### config.mk
export PLATFORM = sky130hd
export DESIGN_NAME = onehot_encoder_flat
export DESIGN_NICKNAME = d
export VERILOG_FILES = /design/src/rtl/onehot_encoder_pkg.sv /design/src/rtl/onehot_encoder_if.sv /design/src/rtl/onehot_enc_core.sv /design/src/rtl/onehot_encoder.sv /design/src/flat_wrapper.sv
export SDC_FILE = /design/constraint.sdc
export NUM_CORES = 1
export LEC_CHECK = 0
export ABC_AREA = 0
export BUFFER_PORTS_ARGS = -buffer_cell sky130_fd_sc_hd__buf_2
export CAP_MARGIN = 20
export CORE_MARGIN = 2
export CORE_UTILIZATION = 60
export DETAILED_ROUTE_END_ITERATION = 8
export PLACE_DENSITY = 0.83
export SLEW_MARGIN = 20
export SYNTH_ARGS = -nofsm -noshare
export SYNTH_HDL_FRONTEND = slang
export SYNTH_HIERARCHICAL = 1
export SYNTH_SLANG_ARGS = --single-unit
export TNS_END_PERCENT = 5
### constraint.sdc
create_clock -name clk -period 4.4 [get_ports clk]
set_input_delay 1.1 -clock clk [delete_from_list [all_inputs] [get_ports clk]]
set_output_delay 1.1 -clock clk [all_outputs]
set_load 0.01 [all_outputs]
### src/rtl/onehot_encoder_pkg.sv
`default_nettype none
// ============================================================================
// Module      : onehot_encoder_pkg
// Description : Shared widths, FIFO occupancy encoding and result record
//               used by the one-hot encoder block.
// Revision    : 1.0 - initial release
// ============================================================================
package onehot_encoder_pkg;

    localparam int c_data_w = 16;
    localparam int c_idx_w  = 4;

    localparam logic [1:0] c_occ_empty = 2'd0;
    localparam logic [1:0] c_occ_one   = 2'd1;
    localparam logic [1:0] c_occ_full  = 2'd2;

    typedef struct packed {
        logic [c_idx_w-1:0] idx;
        logic               err;
    } enc_res_t;

endpackage
`default_nettype wire

### src/rtl/onehot_encoder_if.sv
`default_nettype none
// ============================================================================
// Module      : onehot_encoder_if
// Description : Input/output handshake bundle of the one-hot encoder.
// Revision    : 1.0 - initial release
// ============================================================================
interface onehot_encoder_if #(
    parameter int ERR_CNT_W = 8
);
    import onehot_encoder_pkg::*;

    logic                 in_valid;
    logic                 in_ready;
    logic [c_data_w-1:0]  din;
    logic                 out_valid;
    logic                 out_ready;
    logic [c_idx_w-1:0]   dout;
    logic                 out_err;
    logic [ERR_CNT_W-1:0] err_cnt;

    modport master (
        output in_valid, din, out_ready,
        input  in_ready, out_valid, dout, out_err, err_cnt
    );

    modport slave (
        input  in_valid, din, out_ready,
        output in_ready, out_valid, dout, out_err, err_cnt
    );

endinterface
`default_nettype wire

### src/rtl/onehot_enc_core.sv
`default_nettype none
// ============================================================================
// Module      : onehot_enc_core
// Description : Combinational 16-to-4 encode (highest set bit) and legality.
//               ONEHOT_ENC_PRIORITY_EN: multi-hot words are legal.
// Revision    : 1.0 - initial release
// ============================================================================
module onehot_enc_core
    import onehot_encoder_pkg::*;
(
    input  wire [c_data_w-1:0] i_din,
    output logic [c_idx_w-1:0] o_idx,
    output logic               o_err
);

    // Later iterations overwrite earlier ones, so the highest set bit wins.
    always_comb begin
        o_idx = '0;
        for (int i = 0; i < c_data_w; i++) begin
            if (i_din[i]) begin
                o_idx = c_idx_w'(i);
            end
        end
    end

`ifdef ONEHOT_ENC_PRIORITY_EN
    assign o_err = (i_din == '0);
`else
    logic [c_idx_w:0] w_ones;

    always_comb begin
        w_ones = '0;
        for (int i = 0; i < c_data_w; i++) begin
            w_ones = w_ones + (c_idx_w + 1)'(i_din[i]);
        end
    end

    assign o_err = (w_ones != (c_idx_w + 1)'(1));
`endif

endmodule
`default_nettype wire

### src/rtl/onehot_encoder.sv
`default_nettype none
// ============================================================================
// Module      : onehot_encoder
// Description : Registered one-hot to binary encoder with a 2-entry result
//               FIFO and saturating error counter. Macro: ONEHOT_ENC_PRIORITY_EN.
// Revision    : 1.0 - initial release
// ============================================================================
module onehot_encoder
    import onehot_encoder_pkg::*;
#(
    parameter int ERR_CNT_W = 8
) (
    input  wire             clk,
    input  wire             rst_n,
    onehot_encoder_if.slave bus
);

    logic [1:0]           r_state;
    logic [1:0]           w_state_nxt;
    logic                 w_in_ready;
    logic                 w_out_valid;
    logic                 w_push;
    logic                 w_pop;
    logic [c_idx_w-1:0]   w_enc_idx;
    logic                 w_enc_err;
    logic [ERR_CNT_W-1:0] r_err_cnt;
    logic [ERR_CNT_W-1:0] w_err_cnt_nxt;
    enc_res_t             r_res      [2];
    logic [ERR_CNT_W-1:0] r_cnt_snap [2];
    logic                 r_wr_ptr;
    logic                 r_rd_ptr;

    onehot_enc_core u_core (
        .i_din (bus.din),
        .o_idx (w_enc_idx),
        .o_err (w_enc_err)
    );

    assign w_push = bus.in_valid & w_in_ready;
    assign w_pop  = w_out_valid & bus.out_ready;

    always_ff @(posedge clk or negedge rst_n) begin
        if (!rst_n) begin
            r_state <= c_occ_empty;
        end else begin
            r_state <= w_state_nxt;
        end
    end

    always_comb begin
        w_state_nxt = r_state;
        case (r_state)
            c_occ_empty: if (w_push)            w_state_nxt = c_occ_one;
            c_occ_one: begin
                if (w_push && !w_pop)           w_state_nxt = c_occ_full;
                else if (!w_push && w_pop)      w_state_nxt = c_occ_empty;
            end
            c_occ_full:  if (w_pop)             w_state_nxt = c_occ_one;
            default:                            w_state_nxt = c_occ_empty;
        endcase
    end

    // Handshake flags depend on the state register only.
    always_comb begin
        w_in_ready  = (r_state != c_occ_full);
        w_out_valid = (r_state == c_occ_one) || (r_state == c_occ_full);
    end

    always_comb begin
        w_err_cnt_nxt = r_err_cnt;
        if (w_push && w_enc_err && (r_err_cnt != '1)) begin
            w_err_cnt_nxt = r_err_cnt + ERR_CNT_W'(1);
        end
    end

    // Each entry keeps the counter value seen at its own accept, so the
    // presented count cannot move while the head result is stalled.
    always_ff @(posedge clk or negedge rst_n) begin
        if (!rst_n) begin
            for (int i = 0; i < 2; i++) begin
                r_res[i]      <= '0;
                r_cnt_snap[i] <= '0;
            end
            r_wr_ptr  <= 1'b0;
            r_rd_ptr  <= 1'b0;
            r_err_cnt <= '0;
        end else begin
            r_err_cnt <= w_err_cnt_nxt;
            if (w_push) begin
                r_res[r_wr_ptr]      <= '{idx: w_enc_idx, err: w_enc_err};
                r_cnt_snap[r_wr_ptr] <= w_err_cnt_nxt;
                r_wr_ptr             <= ~r_wr_ptr;
            end
            if (w_pop) begin
                r_rd_ptr <= ~r_rd_ptr;
            end
        end
    end

    assign bus.in_ready  = w_in_ready;
    assign bus.out_valid = w_out_valid;
    assign bus.dout      = w_out_valid ? r_res[r_rd_ptr].idx : '0;
    assign bus.out_err   = w_out_valid ? r_res[r_rd_ptr].err : 1'b0;
    assign bus.err_cnt   = w_out_valid ? r_cnt_snap[r_rd_ptr] : r_err_cnt;

endmodule
`default_nettype wire

### src/flat_wrapper.sv
// flat-port wrapper written by rule: the top's interface ports become plain ports
module onehot_encoder_flat import onehot_encoder_pkg::*;
#(
    parameter int ERR_CNT_W = 8
)
  (clk, rst_n, bus_in_valid, bus_din, bus_out_ready, bus_in_ready, bus_out_valid, bus_dout, bus_out_err, bus_err_cnt);
  onehot_encoder_if #(.ERR_CNT_W(ERR_CNT_W)) bus_i ();
  input  wire clk;
  input  wire rst_n;
  input wire logic [$bits(bus_i.in_valid)-1:0] bus_in_valid;
  input wire logic [$bits(bus_i.din)-1:0] bus_din;
  input wire logic [$bits(bus_i.out_ready)-1:0] bus_out_ready;
  output wire logic [$bits(bus_i.in_ready)-1:0] bus_in_ready;
  output wire logic [$bits(bus_i.out_valid)-1:0] bus_out_valid;
  output wire logic [$bits(bus_i.dout)-1:0] bus_dout;
  output wire logic [$bits(bus_i.out_err)-1:0] bus_out_err;
  output wire logic [$bits(bus_i.err_cnt)-1:0] bus_err_cnt;
  assign bus_i.in_valid = bus_in_valid;
  assign bus_i.din = bus_din;
  assign bus_i.out_ready = bus_out_ready;
  assign bus_in_ready = bus_i.in_ready;
  assign bus_out_valid = bus_i.out_valid;
  assign bus_dout = bus_i.dout;
  assign bus_out_err = bus_i.out_err;
  assign bus_err_cnt = bus_i.err_cnt;
  onehot_encoder #(.ERR_CNT_W(ERR_CNT_W)) u_core (.clk(clk), .rst_n(rst_n), .bus(bus_i));
endmodule
==> results of run 1 <==
## flip-flops by register name, indices dropped and copies added, names as in the netlist
signal             flops
u_core/r_rd_ptr        1
u_core/r_wr_ptr        1
u_core/r_err_cnt       8
u_core/r_res          10
u_core/r_cnt_snap     16
u_core/r_state         2
## layer usage
| metal | part of all wire, % | vias to the layer above |
|---|---|---|
| met5 | 0 | - |
| met3 | 4.5 | 4 |
| met1 | 43 | 907 |
| li1 | - | 948 |
| met4 | 0.75 | 0 |
| met2 | 52 | 50 |
## tightest hold or removal path: cells and delay by family, from the launching register on
| family | cells | cell delay, ps |
|---|---|---|
| flops | 1 | 350 |
| simple gates | 2 | 100 |
## Yosys cell counts (2+ instances only)
cell type,number,area [um2]
ha_1,11,138
nor2b_1,5,31.3
and2_1,3,18.8
a21oi_1,11,55.1
xnor2_1,2,17.5
o21ai_0,16,80.1
o21ai_1,2,10.0
inv_1,30,113
nand2b_1,4,25.0
nor2_1,22,82.6
dfrtp_1,38,951
buf_2,5,25.0
mux2i_1,18,180
a31oi_1,3,18.8
nand4_1,2,12.5
clkbuf_1,3,11.3
mux2_2,5,56.3
nor4_1,2,12.5
fa_1,10,200
nand2_1,40,150
nand3_1,2,10.0
## layout make-up
class	instances	area, um2
Multi-Input combinational cell	182	1380
Clock buffer	6	82.6
Clock inverter	1	30.0
Sequential cell	38	951
Timing Repair Buffer	46	289
Fill cell	265	1030
Tap cell	50	62.6
Inverter	31	116
## metrics by stage
step           setup TNS, ps  setup WS, ps  instance area [um2]  total power [W]
2_1_floorplan         -12800          -611                 2430          0.00129
3_3_place_gp          -20760          -982                 2710          0.00154
3_5_place_dp          -21950         -1070                 2710          0.00158
4_1_cts               -11310          -547                 2890          0.00192
5_1_grt               -14930          -724                 2920          0.00210
6_report              -11930          -589                 2920          0.00193
## how the worst max path moves through the flow
stage	slack (ps)	endpoint	depth (start not counted)
finish	-590	u_core/r_cnt_snap[9]	15
global route	-720	u_core/r_cnt_snap[4]	15
CTS	-550	u_core/r_cnt_snap[9]	15
detailed placement	-1070	u_core/r_cnt_snap[15]	15
global placement	-980	u_core/r_cnt_snap[15]	15
floorplan	-610	u_core/r_cnt_snap[4]	17
## kinds of logic after synthesis
group | Yosys count | share of synthesized area, %
xor+xnor | 3 | 1.09
mux | 23 | 9.78
buf+inv | 40 | 6.62
compound gates | 43 | 10.8
fa+ha+maj | 21 | 14.0
simple gates | 92 | 18.4
flops | 38 | 39.3
## power by group through the flow
| stage | Sequential (W) | Combinational (W) | Clock, W |
|---|---|---|---|
| 2_1_floorplan | 0.000579 | 0.000714 | 0 |
| 3_3_place_gp | 0.000633 | 0.000907 | 0 |
| 3_5_place_dp | 0.000641 | 0.000935 | 0 |
| 4_1_cts | 0.000641 | 0.000983 | 0.000299 |
| 5_1_grt | 0.000665 | 0.00112 | 0.000314 |
| 6_report | 0.000644 | 0.000995 | 0.000295 |
## timing repair
item / CTS / global route
resized for setup: 16 / 10
setup endpoints to repair: 26 / 26
gates cloned: 0 / 0
pin swaps: 9 / 6
==> results.py, run 1 <==
metrics = {
    "worst_setup_path": {
        "slowest_stage": "fa_1",
        "worstPathRequired_ps": 4540,
        "cp_top_family": "adder cells",
        "reg2reg_depth": 7,
        "timing.rr.end": "u_core/r_state[0]",
        "r2r-start": "u_core/r_state[0]",
        "arrival_ps": 5130,
        "setup.worst_path.start": "bus_din[6]",
        "r2r_slack_ps": 2120,
        "worstSetupPathType": "in -> reg",
        "end_kind": "register",
        "path_cells": "buf_8, fa_1, fa_1, fa_1, inv_1, fa_1, inv_2, ha_4, fa_1, nor4b_2, o21ai_1, and3b_2, o21ai_4, mux2i_2, a21oi_1",
        "start_kind": "input port",
        "path_max_fanout": 7,
        "cpMostUsedCell": "fa_1",
        "slowest_delay_ps": 560,
        "critPathBufInv": 3,
    },
    "outcome": {
        "failed_checks": "negative setup slack",
        "status": "complete, but fails checks",
    },
    "place": {
        "gp_congestion": 0.773,
        "io_buffers": 34,
        "dp_hpwl_um": 3520,
        "placedCellCount": 347,
    },
    "finish": {
        "area_growth_pct": 20.5,
        "drive_above_1_share_pct": 26.3,
        "nNetsFinal": 345,
        "mostFrequentLayoutCells": "nand2_1, dfrtp_1, buf_2, inv_1, nor2_1",
        "utilization_pct": 73.9,
        "n_antenna_cell": 0,
        "fin_cells": 354,
    },
    "power": {
        "p_int_w": 0.00113,
        "p_leak_nw": 1.45,
        "seqPwrFrac_pct": 33.3,
        "ir_worst_vdd_v": 0.000468,
        "p_comb_share_pct": 51.5,
        "swShare_pct": 41.7,
        "p_per_area_nw_per_um2": 663,
        "power.share.clock_pct": 15.2,
        "p_switching_w": 0.000806,
    },
    "route": {
        "drcViolationCount": 0,
        "vias": 1909,
        "firstDrtPassIters": 4,
        "ant_nets": 0,
        "post_drt_via_cell_ratio": 5.39,
        "routedWlPerCell_um": 13.9,
        "wl_um": 4900,
        "drt_iter0_drc": 87,
    },
    "grt": {
        "use_met2_pct": 41.5,
        "grt_first_pass_wirelength_um": 8020,
        "grt.met1_usage_pct": 30.4,
        "top_usage_layer": "met2",
        "grt_use_met3_pct": 4.33,
        "grt_pass1_vias": 1782,
        "grt_max_degree": 39,
        "antenna_found_initial": 0,
        "grt-ovfl-total": 0,
        "globalRouteTotalUtil_pct": 23.7,
    },
    "clock_network": {
        "insertion_delay_ps": 280,
        "root_buffer": "clkbuf_8",
        "cts_made_buffers": 5,
        "cts_max_level": 2,
        "cts_setup_buffers": 0,
        "holdBufCountCts": 0,
        "cts_tree": "done",
        "clockBufferDepth": 2,
        "cts.sinks": 38,
        "clkSlewWorstSetupHoldPaths_ps": 70,
    },
    "min_path": {
        "hold_path.class": "reg -> reg",
        "holdPathStages": 2,
        "worstHoldStart": "u_core/r_res[8]",
        "hold_end": "u_core/r_res[8]",
    },
    "synthesis": {
        "synthesis.nets": 301,
        "synth_cell_types": 47,
        "syn_area_per_cell_um2": 9.30,
        "ys_ff_latch": 38,
        "async_reset_ff_share_pct": 100,
        "yosysWarningCount": 6,
        "synth_edf_count": 0,
        "synthCells": 260,
        "syn-cell-area_um2": 2420,
        "yosysSeqAreaShare_pct": 39.3,
        "ys_dominant_reg_cell": "dfrtp_1",
    },
    "sta": {
        "fmax_mhz": 200,
        "post-route-period-util_pct": 113,
        "rsz0062_at_grt": "yes",
        "relSlewSlack_pct": 44.2,
        "slew_viol_final": 0,
        "worst_pin_slew_ps": 838,
        "finalClockSkew_ps": 3.48,
        "hold_viol_final": 0,
        "fin_hold_ws_ps": 480,
        "final-setup-viol-count": 26,
        "period_minus_slack_ps": 4990,
        "setup_ws_ps": -589,
    },
    "floorplan": {
        "core_area_um2": 3940,
        "dieWidth_um": 67.5,
        "row_count": 23,
        "ioPinCount": 35,
        "die_h_um": 67.5,
        "dieArea_um2": 4550,
        "start_util_pct": 61.3,
    },
    "job": {
        "drv_cap": 0,
    },
}
Power figures use the tool's default switching activity.
==> run 2, diff against run 1 <==
CELL_PAD_IN_SITES_DETAIL_PLACEMENT = 2   (was not set)
CELL_PAD_IN_SITES_GLOBAL_PLACEMENT = 2   (was not set)
CORE_UTILIZATION = 38   (was 60)
PLACE_DENSITY = 0.85   (was 0.83)
==> run 2 against run 1 <==
  * The run still ends with negative setup slack left
  * Wire length rose by 69%
  * First-iteration DRC count fell by 8.0%
  * Sequential share of layout area fell by 0.48 points
  * Final cell count rose by 8.5%
  * Maximum frequency fell by 0.37%
  * Total power rose by 8.7%
  * Clock skew rose by 1.9 ps
  * Non-clock buffer count rose by 2
  * Via count rose by 9.5%
  * Clock power fell by 13%
  * Combinational power rose by 18%
  * Core utilization fell by 27 points
==> results.py, run 2 (synthesized netlist as in run 1, its figures left out) <==
metrics = {
    "outcome": {
        "status": "complete, but fails checks",
        "failed_checks": "negative setup slack",
    },
    "place": {
        "dp_hpwl_um": 5490,
        "gp_congestion": 0.823,
        "io_buffers": 34,
    },
    "grt": {
        "antenna_found_initial": 0,
        "grt_first_pass_wirelength_um": 13600,
        "grt_max_degree": 39,
        "globalRouteTotalUtil_pct": 25.9,
        "grt-ovfl-total": 0,
        "grt.met1_usage_pct": 30.8,
        "grt_use_met3_pct": 4.75,
        "use_met2_pct": 45.2,
        "top_usage_layer": "met2",
        "grt_pass1_vias": 2444,
    },
    "floorplan": {
        "dieWidth_um": 83.8,
        "core_area_um2": 6240,
        "dieArea_um2": 7020,
        "die_h_um": 83.8,
        "start_util_pct": 38.8,
        "ioPinCount": 35,
        "row_count": 29,
    },
    "worst_setup_path": {
        "worstPathRequired_ps": 4560,
        "worstSetupPathType": "in -> reg",
        "critPathBufInv": 3,
        "timing.rr.end": "u_core/r_state[1]",
        "arrival_ps": 5170,
        "cpMostUsedCell": "fa_1",
        "slowest_stage": "fa_1",
        "path_max_fanout": 6,
        "end_kind": "register",
        "reg2reg_depth": 7,
        "path_cells": "buf_2, fa_1, fa_1, fa_1, inv_1, fa_1, inv_1, ha_2, fa_2, nor4b_4, o21ai_2, and3b_2, o21ai_4, mux2i_4, a21oi_1",
        "slowest_delay_ps": 560,
        "r2r_slack_ps": 1930,
        "r2r-start": "u_core/r_state[0]",
        "start_kind": "input port",
        "cp_top_family": "adder cells",
    },
    "finish": {
        "drive_above_1_share_pct": 27.7,
        "nNetsFinal": 347,
        "largest_reg_flops": 16,
        "regMostFlops": "u_core/r_cnt_snap",
        "fillers": 670,
        "regArea_um2": 951,
        "utilization_pct": 47.4,
        "multiInputGateArea_um2": 1410,
        "top_regs": "u_core/r_cnt_snap: 16 flops, u_core/r_res: 10 flops, u_core/r_err_cnt: 8 flops",
        "mostFrequentLayoutCells": "nand2_1, dfrtp_1, buf_2, inv_1, nor2_1",
        "area_growth_pct": 22.3,
        "final_common_cell": "nand2_1",
        "n_antenna_cell": 0,
    },
    "clock_network": {
        "root_buffer": "clkbuf_8",
        "cts_made_buffers": 5,
        "cts_max_level": 2,
        "cts.sinks": 38,
        "cts_tree": "done",
        "insertion_delay_ps": 310,
        "holdBufCountCts": 0,
        "clkSlewWorstSetupHoldPaths_ps": 70,
        "clockBufferDepth": 2,
    },
    "sta": {
        "fin_tns_setup_ps": -13050,
        "post-route-period-util_pct": 114,
        "final-setup-viol-count": 26,
        "worst_pin_slew_ps": 933,
        "hold_viol_final": 0,
        "period_minus_slack_ps": 5010,
        "rsz0062_at_grt": "yes",
        "relSlewSlack_pct": 37.8,
        "setup_ws_ps": -608,
        "fmax_mhz": 200,
        "fin_hold_ws_ps": 490,
        "finalClockSkew_ps": 5.41,
        "slew_viol_final": 0,
    },
    "route": {
        "drt_iter0_drc": 80,
        "routedWlPerCell_um": 21.6,
        "post_drt_via_cell_ratio": 5.45,
        "ant_nets": 0,
        "wl_um": 8310,
        "drcViolationCount": 0,
        "vias": 2091,
        "firstDrtPassIters": 4,
    },
    "min_path": {
        "worstHoldStart": "u_core/r_cnt_snap[12]",
        "holdPathStages": 2,
        "hold_end": "u_core/r_cnt_snap[12]",
        "hold_path.class": "reg -> reg",
    },
    "power": {
        "p_per_area_nw_per_um2": 710,
        "p_total_w": 0.00210,
        "ir_worst_vdd_v": 0.000328,
        "p_leak_nw": 1.45,
    },
    "job": {
        "drv_cap": 0,
    },
}
-- run 2: power by group --
| group | switching [W] | leakage [nW] | internal (W) |
|---|---|---|---|
| sequential | 0.000178 | 0.456 | 0.000494 |
| combinational | 0.000679 | 0.948 | 0.000493 |
| clock | 0.000130 | 0.0482 | 0.000126 |
-- run 2: area by class of cell --
type	instances	share of cell area [%]
tap	77	3.26
clock buffer	7	2.92
multi-input combinational	182	47.7
inverter	31	3.93
sequential	38	32.1
timing repair buffer	48	9.94
clock inverter	1	0.169
-- run 2: worst max-delay path by stage --
stage                            endpoint  depth (start not counted)  slack [ps]   startpoint
floorplan            u_core/r_cnt_snap[4]                         17        -610   bus_din[0]
global placement    u_core/r_cnt_snap[15]                         15       -1030  bus_din[12]
detailed placement   u_core/r_cnt_snap[7]                         17       -1300   bus_din[0]
CTS                 u_core/r_cnt_snap[12]                         17        -630   bus_din[2]
global route        u_core/r_cnt_snap[10]                         18        -740   bus_din[1]
finish               u_core/r_cnt_snap[9]                         15        -610   bus_din[3]
-- run 2: stage by stage --
stage | area, um2 | setup WS (ps) | cells
after floorplan | 2430 | -611 | 260
after global placement | 2750 | -1030 | 375
after detailed placement | 2750 | -1300 | 375
after CTS | 2940 | -625 | 384
after global routing | 2960 | -736 | 384
final | 2960 | -608 | 384
-- run 2: metal layers --
| layer | vias to the layer above | share of wire, % |
|---|---|---|
| met5 | - | 0 |
| met4 | 0 | 3.2 |
| met3 | 20 | 4.0 |
| met2 | 54 | 53 |
| met1 | 1065 | 40 |
| li1 | 952 | - |
-- run 2: worst min-delay path: cells and delay by family (launching register included) --
| family | cells | cell delay, ps |
|---|---|---|
| compound gates | 1 | 60 |
| flops | 1 | 340 |
| simple gates | 1 | 50 |
-- run 2: timing repair --
item / in CTS / in global routing
setup endpoints to repair: 26 / 26
buffers inserted: 1 / 0
resized for setup: 23 / 6
pin swaps: 11 / 4
